--- src/rtl/ram_dump_reader.sv ---
// RAM read-back engine: walks a word range on the RAM debug read port and
// streams {address, word} pairs out through a valid/ready port, buffering up
// to two words so that no word is ever lost or repeated when the sink stalls.
module ram_dump_reader #(
  parameter int ADDR_W = 10,
  parameter int DATA_W = 32
) (
  input  logic              clk,
  input  logic              rst,
  input  logic              start,
  input  logic [ADDR_W-1:0] base_addr,
  input  logic [ADDR_W:0]   word_count,
  output logic              busy,
  output logic              done,
  output logic              mem_ce,
  output logic [ADDR_W-1:0] mem_addr,
  input  logic [DATA_W-1:0] mem_rdata,
  output logic              out_valid,
  input  logic              out_ready,
  output logic [DATA_W-1:0] out_data,
  output logic [ADDR_W-1:0] out_addr
);

  typedef enum logic [1:0] {
    S_IDLE = 2'd0,
    S_RUN  = 2'd1,
    S_FIN  = 2'd2
  } state_t;

  state_t              r_state;
  logic                r_busy;
  logic                r_done;
  logic [ADDR_W-1:0]   r_base;
  logic [ADDR_W:0]     r_count;
  logic [ADDR_W:0]     r_issued;
  logic [ADDR_W:0]     r_accepted;

  // read issued last cycle; its data is on mem_rdata this cycle
  logic                r_rd_vld_p1;
  logic [ADDR_W-1:0]   r_rd_addr_p1;

  // two-entry buffer: head drives the output port, skid catches the word
  // that arrives while the head is stalled
  logic                r_head_vld;
  logic [DATA_W-1:0]   r_head_data;
  logic [ADDR_W-1:0]   r_head_addr;
  logic                r_skid_vld;
  logic [DATA_W-1:0]   r_skid_data;
  logic [ADDR_W-1:0]   r_skid_addr;

  logic                w_push;
  logic                w_pop;
  logic [1:0]          w_occ;
  logic [1:0]          w_occ_after;
  logic [1:0]          w_load;
  logic                w_remain;
  logic                w_mem_ce;
  logic [ADDR_W-1:0]   w_mem_addr;
  logic [ADDR_W:0]     w_acc_next;
  logic                w_last_pop;

  assign w_push      = r_rd_vld_p1;
  assign w_pop       = r_head_vld && out_ready;
  assign w_occ       = {1'b0, r_head_vld} + {1'b0, r_skid_vld};
  assign w_occ_after = w_occ - {1'b0, w_pop};
  // reads in flight plus words held once this cycle's pop is taken out
  assign w_load      = {1'b0, r_rd_vld_p1} + w_occ_after;
  assign w_remain    = (r_issued != r_count);
  // issue is combinational so a pop from a full buffer frees a slot at once,
  // which keeps one word per cycle flowing with only two entries
  assign w_mem_ce    = (r_state == S_RUN) && w_remain && (w_load < 2'd2);
  assign w_mem_addr  = r_base + r_issued[ADDR_W-1:0];
  assign w_acc_next  = r_accepted + {{ADDR_W{1'b0}}, 1'b1};
  assign w_last_pop  = w_pop && (w_acc_next == r_count);

  // Control FSM: latches the request, counts issued and accepted words
  always_ff @(posedge clk or posedge rst) begin
    if (rst) begin
      r_state    <= S_IDLE;
      r_busy     <= 1'b0;
      r_done     <= 1'b0;
      r_base     <= '0;
      r_count    <= '0;
      r_issued   <= '0;
      r_accepted <= '0;
    end else begin
      case (r_state)
        S_IDLE: begin
          r_done <= 1'b0;
          if (start) begin
            r_base     <= base_addr;
            r_count    <= word_count;
            r_issued   <= '0;
            r_accepted <= '0;
            if (word_count != '0) begin
              r_state <= S_RUN;
              r_busy  <= 1'b1;
            end else begin
              r_done  <= 1'b1;
            end
          end
        end
        S_RUN: begin
          if (w_mem_ce) begin
            r_issued <= r_issued + {{ADDR_W{1'b0}}, 1'b1};
          end
          if (w_pop) begin
            r_accepted <= w_acc_next;
          end
          if (w_last_pop) begin
            r_state <= S_FIN;
            r_busy  <= 1'b0;
            r_done  <= 1'b1;
          end
        end
        S_FIN: begin
          r_done  <= 1'b0;
          r_state <= S_IDLE;
        end
        default: begin
          r_state <= S_IDLE;
          r_busy  <= 1'b0;
          r_done  <= 1'b0;
        end
      endcase
    end
  end

  // ---- stage p1: remember which address the RAM is returning next cycle
  always_ff @(posedge clk or posedge rst) begin
    if (rst) begin
      r_rd_vld_p1  <= 1'b0;
      r_rd_addr_p1 <= '0;
    end else begin
      r_rd_vld_p1 <= w_mem_ce;
      if (w_mem_ce) begin
        r_rd_addr_p1 <= w_mem_addr;
      end
    end
  end

  // ---- stage p2: capture returning words into head/skid, refill head on pop
  always_ff @(posedge clk or posedge rst) begin
    if (rst) begin
      r_head_vld  <= 1'b0;
      r_head_data <= '0;
      r_head_addr <= '0;
      r_skid_vld  <= 1'b0;
      r_skid_data <= '0;
      r_skid_addr <= '0;
    end else begin
      if (!r_head_vld || w_pop) begin
        if (r_skid_vld) begin
          r_head_vld  <= 1'b1;
          r_head_data <= r_skid_data;
          r_head_addr <= r_skid_addr;
          r_skid_vld  <= w_push;
          if (w_push) begin
            r_skid_data <= mem_rdata;
            r_skid_addr <= r_rd_addr_p1;
          end
        end else if (w_push) begin
          r_head_vld  <= 1'b1;
          r_head_data <= mem_rdata;
          r_head_addr <= r_rd_addr_p1;
        end else begin
          r_head_vld  <= 1'b0;
        end
      end else if (w_push) begin
        r_skid_vld  <= 1'b1;
        r_skid_data <= mem_rdata;
        r_skid_addr <= r_rd_addr_p1;
      end
    end
  end

  assign busy      = r_busy;
  assign done      = r_done;
  assign mem_ce    = w_mem_ce;
  assign mem_addr  = w_mem_addr;
  assign out_valid = r_head_vld;
  assign out_data  = r_head_data;
  assign out_addr  = r_head_addr;

endmodule

--- config.mk ---
export PLATFORM = sky130hd
export DESIGN_NAME = ram_dump_reader
export DESIGN_NICKNAME = d
export VERILOG_FILES = /design/src/rtl/ram_dump_reader.sv
export SDC_FILE = /design/constraint.sdc
export NUM_CORES = 1
export LEC_CHECK = 0
export BUFFER_PORTS_ARGS = -buffer_cell sky130_fd_sc_hd__buf_2
export CORE_MARGIN = 1.5
export CORE_UTILIZATION = 50
export DETAILED_ROUTE_END_ITERATION = 6
export MAX_ROUTING_LAYER = met4
export PLACE_DENSITY_LB_ADDON = 0.25
export SLEW_MARGIN = 20
export SYNTH_ARGS = -nofsm -noshare
export SYNTH_HDL_FRONTEND = slang
export SYNTH_SLANG_ARGS = --single-unit
--- constraint.sdc ---
create_clock -name clk -period 13 [get_ports clk]
set_input_delay 3.25 -clock clk [delete_from_list [all_inputs] [get_ports clk]]
set_output_delay 3.25 -clock clk [all_outputs]
set_load 0.005 [all_outputs]
# After elaboration in Yosys (flattened, before gate mapping)
# Index checks and enable logic that the tools add are counted.
# totals
romBits	0
reg_bits	144
ramBits	0
latchBits	0
out_inout_bits	56
mem_count	0
# classes
n_bitwise	1
muxes	32
addsub	6
order_cmp	1
n_eq_ne	10
shift	0
mul	0
reduce_logical	17
n_div	0
# op_table
cell	count
32-bit 2-to-1 mux	5
10-bit 2-to-1 mux	5
11-bit one-hot mux with 2 select lines	2
11-bit 2-to-1 mux	3
11-bit by 1-bit adder with 11-bit output (second input constant)	2
2-bit != test (second input constant)	6
11-bit == test	1
1-bit 2-to-1 mux	11
11-bit != test	1
11-bit nonzero test	1
10-bit adder	1
3-bit AND reduction	3
2-bit 2-to-1 mux	3
2-bit nonzero test	3
1-bit logical AND	4
2-bit one-hot mux with 2 select lines	1
2-bit AND reduction	2
4-bit AND reduction	1
1-bit one-hot mux with 3 select lines	1
1-bit by 1-bit adder with 2-bit output	1
1-bit by 2-bit adder with 2-bit output	1
2-bit by 1-bit == test with 1-bit output (second input constant)	1
2-bit == test (second input constant)	1
2-bit logical NOT	1
6 further kinds	6

# Depth between registers and ports, before layout
# Gate-level depths: netlist of run 1.
# depth
ltp_word	7
depth_mapped	14
mapped_depth_nobuf	12

# Worst setup path before layout of run 1
# Ideal clock, no wire load.
# synth_timing
kind	input to output
from	input out_ready
to	output mem_ce
stages	12
arrival_time_ns	4.941
setup_slack_ns	4.809
required_ns	9.750
path_cell_list	nand2_1 > inv_1 > ha_1 > inv_1 > ha_1 > a21oi_1 > xor2_1 > nand2_1 > or2_1 > buf_6 > inv_4 > buf_12
# synth_between
elab_chain_len	5
# synth_rtl
item	line	rtl
start, declared	19	input logic out_ready,
1-bit logical AND	63	assign w_pop = r_head_vld && out_ready;
2-bit by 1-bit subtractor with 2-bit output	65	assign w_occ_after = w_occ - {1'b0, w_pop};
1-bit by 2-bit adder with 2-bit output	67	assign w_load = {1'b0, r_rd_vld_p1} + w_occ_after;
2-bit less-than comparator	71	assign w_mem_ce = (r_state == S_RUN) && w_remain && (w_load < 2'd2);
1-bit logical AND	71	
end, declared	15	output logic mem_ce,
# No other way between the ends.

# Final worst setup path of run 1
# Same ends and word-level chain as after synthesis.

==> results of run 1 <==
## through the flow
step / power (mW) / instance area [um^2]
3_5_place_dp: 1.695 / 7535
4_1_cts: 2.179 / 8112
6_report: 2.164 / 8112
3_3_place_gp: 1.648 / 7535
5_1_grt: 2.322 / 8112
2_1_floorplan: 1.451 / 6843
## flip-flops by register name, summed over array words and instances, names as in the netlist, 2 cells and up
register,flops
out_data,32
r_skid_data,32
r_accepted,11
r_count,11
r_issued,11
out_addr,10
r_base,10
r_rd_addr_p1,10
r_skid_addr,10
r_state,2
## cells in the mapped netlist (4+ instances only)
library cell	instances	area, um^2
mux2_4	4	60.06
nor3_1	11	55.05
nand2b_1	4	25.02
dfrtp_1	144	3603
and2_1	4	25.02
nor2_1	76	285.3
nor2b_1	6	37.54
mux2_2	44	495.5
xor2_1	9	78.83
clkbuf_1	16	60.06
o31ai_1	4	30.03
xnor2_1	32	280.3
inv_1	8	30.03
nand4_1	5	31.28
mux2i_1	43	430.4
o21ai_0	21	105.1
nand2_1	93	349.1
buf_1	9	33.78
nor4_1	4	25.02
a21oi_1	51	255.2
ha_1	13	162.7
nand3_1	9	45.04
## path summary, 6_finish.rpt
| kind | end | start | cells past startpoint |
|---|---|---|---|
| worst max-delay path | mem_ce | out_ready | 12 |
| worst min-delay path | r_base[6] | r_base[6] | 2 |
| worst max register to register | r_rd_addr_p1[8] | out_valid | 11 |
| worst min register to register | r_base[6] | r_base[6] | 2 |
| max in group asynchronous | out_data[21] | rst | 3 |
| min in group asynchronous | r_state[1] | rst | 2 |
## power by group through the flow
stage	Sequential (mW)	Combinational, mW	Clock [mW]
2_1_floorplan	0.769	0.682	0
3_3_place_gp	0.794	0.854	0
3_5_place_dp	0.806	0.889	0
4_1_cts	0.800	0.896	0.484
5_1_grt	0.827	0.988	0.507
6_report	0.801	0.888	0.475
## routing by layer
| layer | share of wire [%] | up-vias | wire length [um] | track usage [%] |
|---|---|---|---|---|
| li1 | - | 2441 | - | - |
| met1 | 45 | 2472 | 6645 | 29.50 |
| met2 | 47 | 171 | 6869 | 33.79 |
| met3 | 6.4 | 24 | 941 | 5.086 |
| met4 | 1.8 | 0 | 266 | 8.482 |
| met5 | 0 | - | 0 | - |
## cells in the final DEF (no fill, tap or decap), types with 5 or more instances in the layout
cell,Yosys,layout
dfrtp_1,144,143
nand4_1,5,5
ha_1,13,13
buf_4,0,5
nand2_1,93,93
nand3_1,9,9
nor3_1,11,11
mux2_2,44,44
mux2i_1,43,43
xnor2_1,32,32
clkbuf_16,0,17
o21ai_0,21,21
nor2_1,76,75
buf_2,3,112
a21oi_1,51,51
nor2b_1,6,6
xor2_1,9,9
inv_1,8,7
## worst max-delay path, stage by stage
cell and delay, ps:
buf_2 110, nand2_1 100, inv_1 70, ha_1 270
inv_1 40, ha_1 270, a21oi_1 160, xor2_1 170
nand2_1 190, or2_1 380, inv_4 200, buf_2 150
## kinds of logic after synthesis
kind of cell    after synthesis
fa+ha+maj                    14
mux                          91
xor+xnor                     41
simple gates                223
flops                       144
buf+inv                      40
compound gates               97
## area by class of cell
type / instances / area, um^2
inverter: 9 / 41.29
sequential: 144 / 3605
multi-input combinational: 466 / 3070
clock buffer: 23 / 467.9
clock inverter: 9 / 108.9
timing repair buffer: 117 / 598.1
tap: 176 / 220.2
fill: 1120 / 5184
==> results by group, run 1 <==
Outcome
  – Outcome: finished clean

STA
  – Setup ws final: 4394 ps
  – Fmax: 0.1162 GHz
  – Setup TNS: 0 ps
  – Worst relative slew slack: 33.69%
  – Slew at the pin closest to its max-slew limit: 992.2 ps
  – Tmin final: 8606 ps
  – Max Slew Vio Count: 0
  – RSZ-0062 raised after global routing: no
  – Skew final: 10.82 ps
  – Final Hold Fails: 0
  – WHS: 487.9 ps
  – Final setup vio count: 0
  – Final Cycle Share: 66.20%

Logic synthesis
  – Post-synth EDFFs: 0
  – Post-synthesis mux area share: 14.41%
  – Largest family of logic cells by synthesized area: multiplexers
  – FFs w/ async S/R, synth: 100.0%
  – Syn Area/Cell: 10.53 um^2
  – Synth Area in Compound Gates: 8.118%
  – Top_reg_cell synth: dfrtp_1
  – Synth Warn #: 0
  – Synth Area in Adders: 2.670%
  – Sequential fraction of the synthesis area: 52.66%
  – Synth Area in Simple Gates: 14.15%
  – Synth Area in XOR/XNOR: 5.248%
  – Gate Count Post-Synth: 650
  – Syn nets: 721
  – Yosys cell types: 49
  – Register bit total from synthesis: 144
  – Synth Cell Area: 6843 um^2

Finish
  – Area delta synth->final: 18.54%
  – Nets@finish: 826
  – Non-filler instance count after layout: 944
  – Fin util: 61.01%
  – N_diodes: 0
  – Layout cells sized above 1: 26.30%

Critical path
  – Element type at the critical path start: input pin
  – CP required: 9750 ps
  – Worst EP arrival: 5360 ps
  – Setup crit end kind: primary output
  – Critical path class: in2out
  – Reg2Reg Setup Slack: 10250 ps
  – Crit-path max FO: 13

Run
  – Max Cap Viol: 0

Clocking
  – Post-CTS Setup Bufs: 0
  – CTS resizes: 0
  – Htree depth: 4
  – TritonCTS buffer count: 17
  – CTS Root Cell: clkbuf_16
  – CTS max path bufs: 2
  – CTS Hold Bufs: 0
  – CTS tree: done
  – Worst-path clk slew: 60 ps
  – Worst-Skew Late Latency: 430 ps
  – Clock Sinks: 144

GRT
  – Largest net degree at the start of global routing: 91
  – First-pass GRT wire length: 24520 um
  – Total GRT Usage: 22.33%
  – Vias in the first global route: 5013
  – GRT overflow: 0
  – Initial antenna violation count: 0

Power and ir drop
  – Sw frac: 36.62%
  – Static leakage: 3.787 nW
  – Psw: 0.7924 mW
  – Worst VDD drop: 0.0001004 V
  – Clk pwr share: 21.9%
  – Logic pwr share: 41.0%
  – Sequential fraction of design power: 37.0%
  – Power Internal: 1.371 mW
  – Pwr per Cell Area: 266.8 nW/um^2

Placed design
  – Dpl cells: 912
  – Dpl ws: 4405 ps
  – Gp weighted congestion: 0.8418
  – Post-DP HPWL: 10130 um
  – Port bufs: 112

Floorplanning
  – Die width: 120.0 um
  – Ports: 113
  – DIE AREA: 14400 um^2
  – CORE AREA: 13300 um^2
  – Die Ht: 120.0 um
  – Initial Utilization: 51.47%
  – # rows: 42

Detailed routing
  – Total wire length: 14720 um
  – Drt initial violations: 337
  – Vias: 5108
  – DR vias/cell: 5.411
  – DRC: 0
  – DR WL/cell: 15.60 um
  – Final ANT Viol Nets: 0
  – Drt pass-1 iters: 5

Min path
  – HP Class: reg2reg
Power figures use the tool's default switching activity.
==> inputs of run 2 (changes only) <==
==> constraint.sdc (replaced) <==
create_clock -name clk -period 7.84 [get_ports clk]
set_input_delay 1.96 -clock clk [delete_from_list [all_inputs] [get_ports clk]]
set_output_delay 1.96 -clock clk [all_outputs]
set_load 0.005 [all_outputs]
==> run 2 against run 1 <==
Effect of this change: clock skew is 0.62 ps higher; sequential share of layout area is 0.16 points lower; first-iteration DRC count is 4.2% lower; sequential cell count stayed put; register-to-register slack worse by 5200 ps; non-clock buffer count stayed put; critical path depth stayed put; wire length is 0.65% lower; sequential power is 65% higher; utilization is 0.23 points higher; die area stayed put; cell area is 0.37% higher; critical path type unchanged; largest cell class unchanged.
==> results by group, run 2 (synthesized netlist as in run 1, its figures left out) <==
Critical path
  – Crit-path cells: buf_2, nand2_1, inv_1, ha_1, inv_1, ha_1, a21oi_1, xor2_1, nand2_1, or2_1, inv_4, buf_2
  – Critical path's top delay family: simple AND/OR/NAND/NOR gates
  – Worst EP arrival: 4090 ps (-1270 ps)
  – CP Buf/Inv Count: 5 (unchanged)
  – Max incr delay on CP: 380 ps (about the same)
  – CP required: 5880 ps (-3870 ps)
  – Setup crit end kind: primary output
  – Element type at the critical path start: input pin
  – Crit-path max FO: 13 (unchanged)
  – Critical path class: in2out
  – Slowest cell on crit path: or2_1

Placed design
  – Dpl cells: 912 (unchanged)
  – Gp weighted congestion: 0.8411 (about the same)
  – Post-DP HPWL: 9954 um (-1.7%)
  – Port bufs: 112 (unchanged)

Detailed routing
  – DRC: 0 (unchanged)
  – DR vias/cell: 5.404 (-0.14%)
  – Drt pass-1 iters: 4 (-1)
  – Vias: 5101 (-0.14%)
  – DR WL/cell: 15.49 um (-0.65%)
  – Final ANT Viol Nets: 0 (unchanged)
  – Total wire length: 14630 um (-0.65%)
  – Drt initial violations: 323 (-4.2%)

STA
  – Final Cycle Share: 77.16%
  – Final setup vio count: 0 (unchanged)
  – RSZ-0062 raised after global routing: no
  – Final Hold Fails: 0 (unchanged)
  – Fmax: 0.1653 GHz
  – Worst relative slew slack: 35.30% (+1.6 points)
  – Setup TNS: 0 ps (unchanged)
  – Skew final: 11.44 ps (+0.6207 ps)
  – Slew at the pin closest to its max-slew limit: 968.1 ps (-24.10 ps)
  – Max Slew Vio Count: 0 (unchanged)
  – Tmin final: 6049 ps

GRT
  – Total GRT Usage: 22.43% (+0.10 points)
  – Vias in the first global route: 5032 (+0.38%)
  – Initial antenna violation count: 0 (unchanged)
  – First-pass GRT wire length: 24540 um (about the same)
  – GRT overflow: 0 (unchanged)
  – Largest net degree at the start of global routing: 85 (-6.6%)

Finish
  – Layout cells sized above 1: 26.69% (+0.39 points)
  – Area delta synth->final: 18.98%
  – Non-filler instance count after layout: 944 (unchanged)
  – Most frequent cells in the layout: dfrtp_1 (143), buf_2 (112), nand2_1 (93)
  – Nets@finish: 826 (unchanged)
  – Commonest non-fill, non-tap cell in the layout: dfrtp_1
  – N_diodes: 0 (unchanged)
  – Number of fillers in the final layout: 1113 (-0.63%)

Clocking
  – TritonCTS buffer count: 17 (unchanged)
  – Worst-path clk slew: 50 ps (about the same)
  – Post-CTS Setup Bufs: 0 (unchanged)
  – Clock Sinks: 144 (unchanged)
  – Worst-Skew Late Latency: 430 ps (about the same)
  – Htree depth: 4 (unchanged)
  – CTS tree: done
  – CTS Root Cell: clkbuf_16
  – CTS max path bufs: 2 (unchanged)
  – CTS resizes: 0 (unchanged)
  – CTS Hold Bufs: 0 (unchanged)

Floorplanning
  – Initial Utilization: 51.47% (unchanged)
  – # rows: 42 (unchanged)
  – DIE AREA: 14400 um^2 (unchanged)
  – CORE AREA: 13300 um^2 (unchanged)
  – Die Ht: 120.0 um (unchanged)
  – Ports: 113 (unchanged)
  – Die width: 120.0 um (unchanged)

Power and ir drop
  – Worst VDD drop: 0.0001877 V (+87%)
  – Pwr per Cell Area: 443.1 nW/um^2 (+66%)
  – Static leakage: 3.818 nW (+0.81%)

Outcome
  – Outcome: finished clean

Min path
  – HP Class: reg2reg

Run
  – Max Cap Viol: 0 (unchanged)
run 2: layout make-up:
| class | count | area, um^2 | share of cell area (%) |
|---|---|---|---|
| clock buffer | 23 | 498.0 | 6.116 |
| clock inverter | 9 | 105.1 | 1.291 |
| inverter | 9 | 41.29 | 0.5071 |
| multi-input combinational | 466 | 3070 | 37.71 |
| sequential | 144 | 3605 | 44.28 |
| tap | 176 | 220.2 | 2.705 |
| timing repair buffer | 117 | 601.8 | 7.392 |
run 2: worst reg2reg max path: stages (launching register included):
cell	delay, ps
dfrtp_1	410
nand2_1	130
inv_1	70
ha_1	270
inv_1	40
ha_1	290
a21oi_1	200
xor2_1	170
nand2_1	190
or2_1	380
inv_4	190
mux2_2	360
run 2: power by group:
group / internal (mW) / switching [mW]
sequential: 1.09 / 0.239
clock: 0.509 / 0.303
combinational: 0.706 / 0.765
run 2: path summary, 6_finish.rpt:
check / startpoint / endpoint / slack, ps / cells past startpoint
worst min register to register: r_base[4] / r_base[4] / 480 / 2
worst min-delay path: r_base[4] / r_base[4] / 480 / 2
worst max register to register: out_valid / r_rd_addr_p1[8] / 5040 / 11
worst max-delay path: out_ready / mem_ce / 1790 / 12
max in group asynchronous: rst / r_skid_vld / 5070 / 3
min in group asynchronous: rst / r_skid_data[21] / 1590 / 2
run 2: per-stage QoR:
step	utilization, %	hold WS (ps)	instance area (um^2)	setup slack, ps	total power, mW
floorplan	-	452.3	6843	2014	2.406
global placement	56.67	471.8	7535	1895	2.734
detailed placement	56.67	475.2	7535	1851	2.811
CTS	61.21	492.9	8138	1760	3.642
global route	61.24	517.9	8142	1632	3.873
finish	61.24	484.3	8142	1791	3.607
run 2: metal layers:
metal / up-vias / track usage (%) / wire length [um]
met5: - / - / 0
met4: 0 / 8.333 / 277
met3: 26 / 5.656 / 905
met2: 161 / 33.32 / 6768
met1: 2472 / 29.91 / 6675
li1: 2442 / - / -
==> inputs of run 3 (changes only) <==
==> constraint.sdc (replaced) <==
create_clock -name clk -period 5.4 [get_ports clk]
set_input_delay 1.35 -clock clk [delete_from_list [all_inputs] [get_ports clk]]
set_output_delay 1.35 -clock clk [all_outputs]
set_load 0.005 [all_outputs]
==> run 3 against run 2 <==
Effect of this change: total power rose by 49%; wire length increased by 0.66%; sequential power is 46% higher; first-iteration DRC count grew 3.1%; critical endpoint unchanged; utilization increased by 0.57 points; critical path depth stayed put.
==> results by group, run 3 (synthesized netlist as in run 1, its figures left out) <==
Outcome
  – Outcome: finished clean

Detailed routing
  – DR WL/cell: 15.60 um (+0.66%)
  – Vias: 5050 (-1.0%)
  – DRC: 0 (unchanged)
  – Total wire length: 14720 um (+0.66%)
  – Final ANT Viol Nets: 0 (unchanged)
  – Drt initial violations: 333 (+3.1%)
  – DR vias/cell: 5.350 (-1.0%)
  – Drt pass-1 iters: 5 (+1)

Clocking
  – CTS Root Cell: clkbuf_16
  – Worst-path clk slew: 60 ps (about the same)
  – Post-CTS Setup Bufs: 0 (unchanged)
  – CTS Hold Bufs: 0 (unchanged)
  – CTS max path bufs: 2 (unchanged)
  – Worst-Skew Late Latency: 430 ps (about the same)
  – CTS resizes: 0 (unchanged)
  – Clock Sinks: 144 (unchanged)
  – TritonCTS buffer count: 17 (unchanged)
  – CTS tree: done
  – Htree depth: 4 (unchanged)

Critical path
  – CP required: 4050 ps (-1830 ps)
  – Slowest cell on crit path: or2_1
  – Critical path class: in2out
  – Setup crit end kind: primary output
  – Crit-path max FO: 13 (unchanged)
  – Max incr delay on CP: 380 ps (about the same)
  – Worst EP arrival: 3420 ps (-670 ps)
  – Crit-path cells: buf_2, nand2_1, inv_1, ha_1, inv_1, ha_1, a21oi_1, xor2_1, nand2_1, or2_1, inv_4, buf_2
  – Worst r2r src: out_valid
  – Crit path from: out_ready
  – Element type at the critical path start: input pin

Finish
  – Most frequent cells in the layout: dfrtp_1 (143), buf_2 (112), nand2_1 (93)
  – Nets@finish: 827 (+0.12%)
  – N_diodes: 0 (unchanged)
  – Non-filler instance count after layout: 944 (unchanged)
  – Area delta synth->final: 20.10%
  – Layout cells sized above 1: 26.69% (unchanged)
  – Commonest non-fill, non-tap cell in the layout: dfrtp_1
  – Final Cell Area: 8218 um^2 (+0.94%)

STA
  – WHS: 481.9 ps (-2.389 ps)
  – Fmax: 0.2095 GHz
  – RSZ-0062 raised after global routing: no
  – Slew at the pin closest to its max-slew limit: 958.3 ps (-9.807 ps)
  – Final setup vio count: 0 (unchanged)
  – Skew final: 8.245 ps (-3.198 ps)
  – Final Cycle Share: 88.41%
  – Setup TNS: 0 ps (unchanged)
  – Worst relative slew slack: 35.96% (+0.66 points)
  – Final Hold Fails: 0 (unchanged)
  – Tmin final: 4774 ps
  – Max Slew Vio Count: 0 (unchanged)

GRT
  – Initial antenna violation count: 0 (unchanged)
  – First-pass GRT wire length: 24850 um (+1.3%)
  – Largest net degree at the start of global routing: 100 (+18%)
  – Vias in the first global route: 5077 (+0.89%)
  – Total GRT Usage: 22.59% (+0.15 points)
  – GRT overflow: 0 (unchanged)

Min path
  – Hold wc startpoint: r_base[4]
  – HP Class: reg2reg

Power and ir drop
  – Pwr per Cell Area: 654.8 nW/um^2 (+48%)
  – Worst VDD drop: 0.0003244 V (+73%)
  – Total power: 5.381 mW (+49%)
  – Static leakage: 3.845 nW (+0.72%)

Floorplanning
  – Die Ht: 120.0 um (unchanged)
  – CORE AREA: 13300 um^2 (unchanged)
  – DIE AREA: 14400 um^2 (unchanged)
  – Initial Utilization: 51.47% (unchanged)
  – Ports: 113 (unchanged)
  – # rows: 42 (unchanged)
  – Die width: 120.0 um (unchanged)

Placed design
  – Gp weighted congestion: 0.8352 (-0.70%)
  – Post-DP HPWL: 9919 um (-0.36%)
  – Port bufs: 112 (unchanged)
  – Placed cell area: 7535 um^2 (unchanged)
  – Dpl cells: 912 (unchanged)

Run
  – Max Cap Viol: 0 (unchanged)
-- run 3: cell types whose count changed in the layout (fill, tap and decap cells not counted), sizes merged --
cell,previous run,this run
buf,117,118
clkbuf,23,22
bufinv,2,5
clkinv,6,2
clkinvlp,1,2
-- run 3: per-layer routing --
metal / GRT usage, % / wire (um)
met1: 29.59 / 6825
met2: 34.54 / 6873
met3: 5.989 / 786
met4: 7.068 / 238
met5: - / 0
-- run 3: area by class of cell --
type | count | area (um^2)
Inverter | 9 | 41.29
Fill cell | 1090 | 5077
Multi-Input combinational cell | 466 | 3070
Clock buffer | 22 | 484.2
Sequential cell | 144 | 3605
Clock inverter | 9 | 178.9
Tap cell | 176 | 220.2
Timing Repair Buffer | 118 | 618.1
-- run 3: critical path, delay by kind of cell --
kind | cells | cell delay (ps)
AO/OA/AOI/OAI | 1 | 150
XOR/XNOR | 1 | 170
AND/OR/NAND/NOR | 3 | 660
buffers and inverters | 5 | 550
adder cells (fa/ha/maj) | 2 | 530
-- run 3: where the power goes --
part           leakage, nW  internal, mW  switching, mW
Clock                0.318         0.866          0.438
Combinational         1.79          1.04           1.11
Sequential            1.74          1.58          0.350
Total                 3.85          3.48           1.90
-- run 3: metrics by stage --
stage | setup WS (ps) | utilization, %
after floorplan | 183.7 | -
after global placement | 676.0 | 56.67
after detailed placement | 645.3 | 56.67
after CTS | 618.8 | 61.66
after global routing | 429.8 | 61.81
final | 626.0 | 61.81
-- run 3: worst paths after layout --
| path | end | slack, ps | depth (start not counted) |
|---|---|---|---|
| min | r_base[4] | 480 | 2 |
| max reg2reg | r_rd_addr_p1[8] | 2670 | 11 |
| min in group asynchronous | r_accepted[2] | 1110 | 2 |
| min reg2reg | r_base[4] | 480 | 2 |
| max in group asynchronous | r_skid_data[26] | 3160 | 3 |
| max | mem_ce | 630 | 12 |
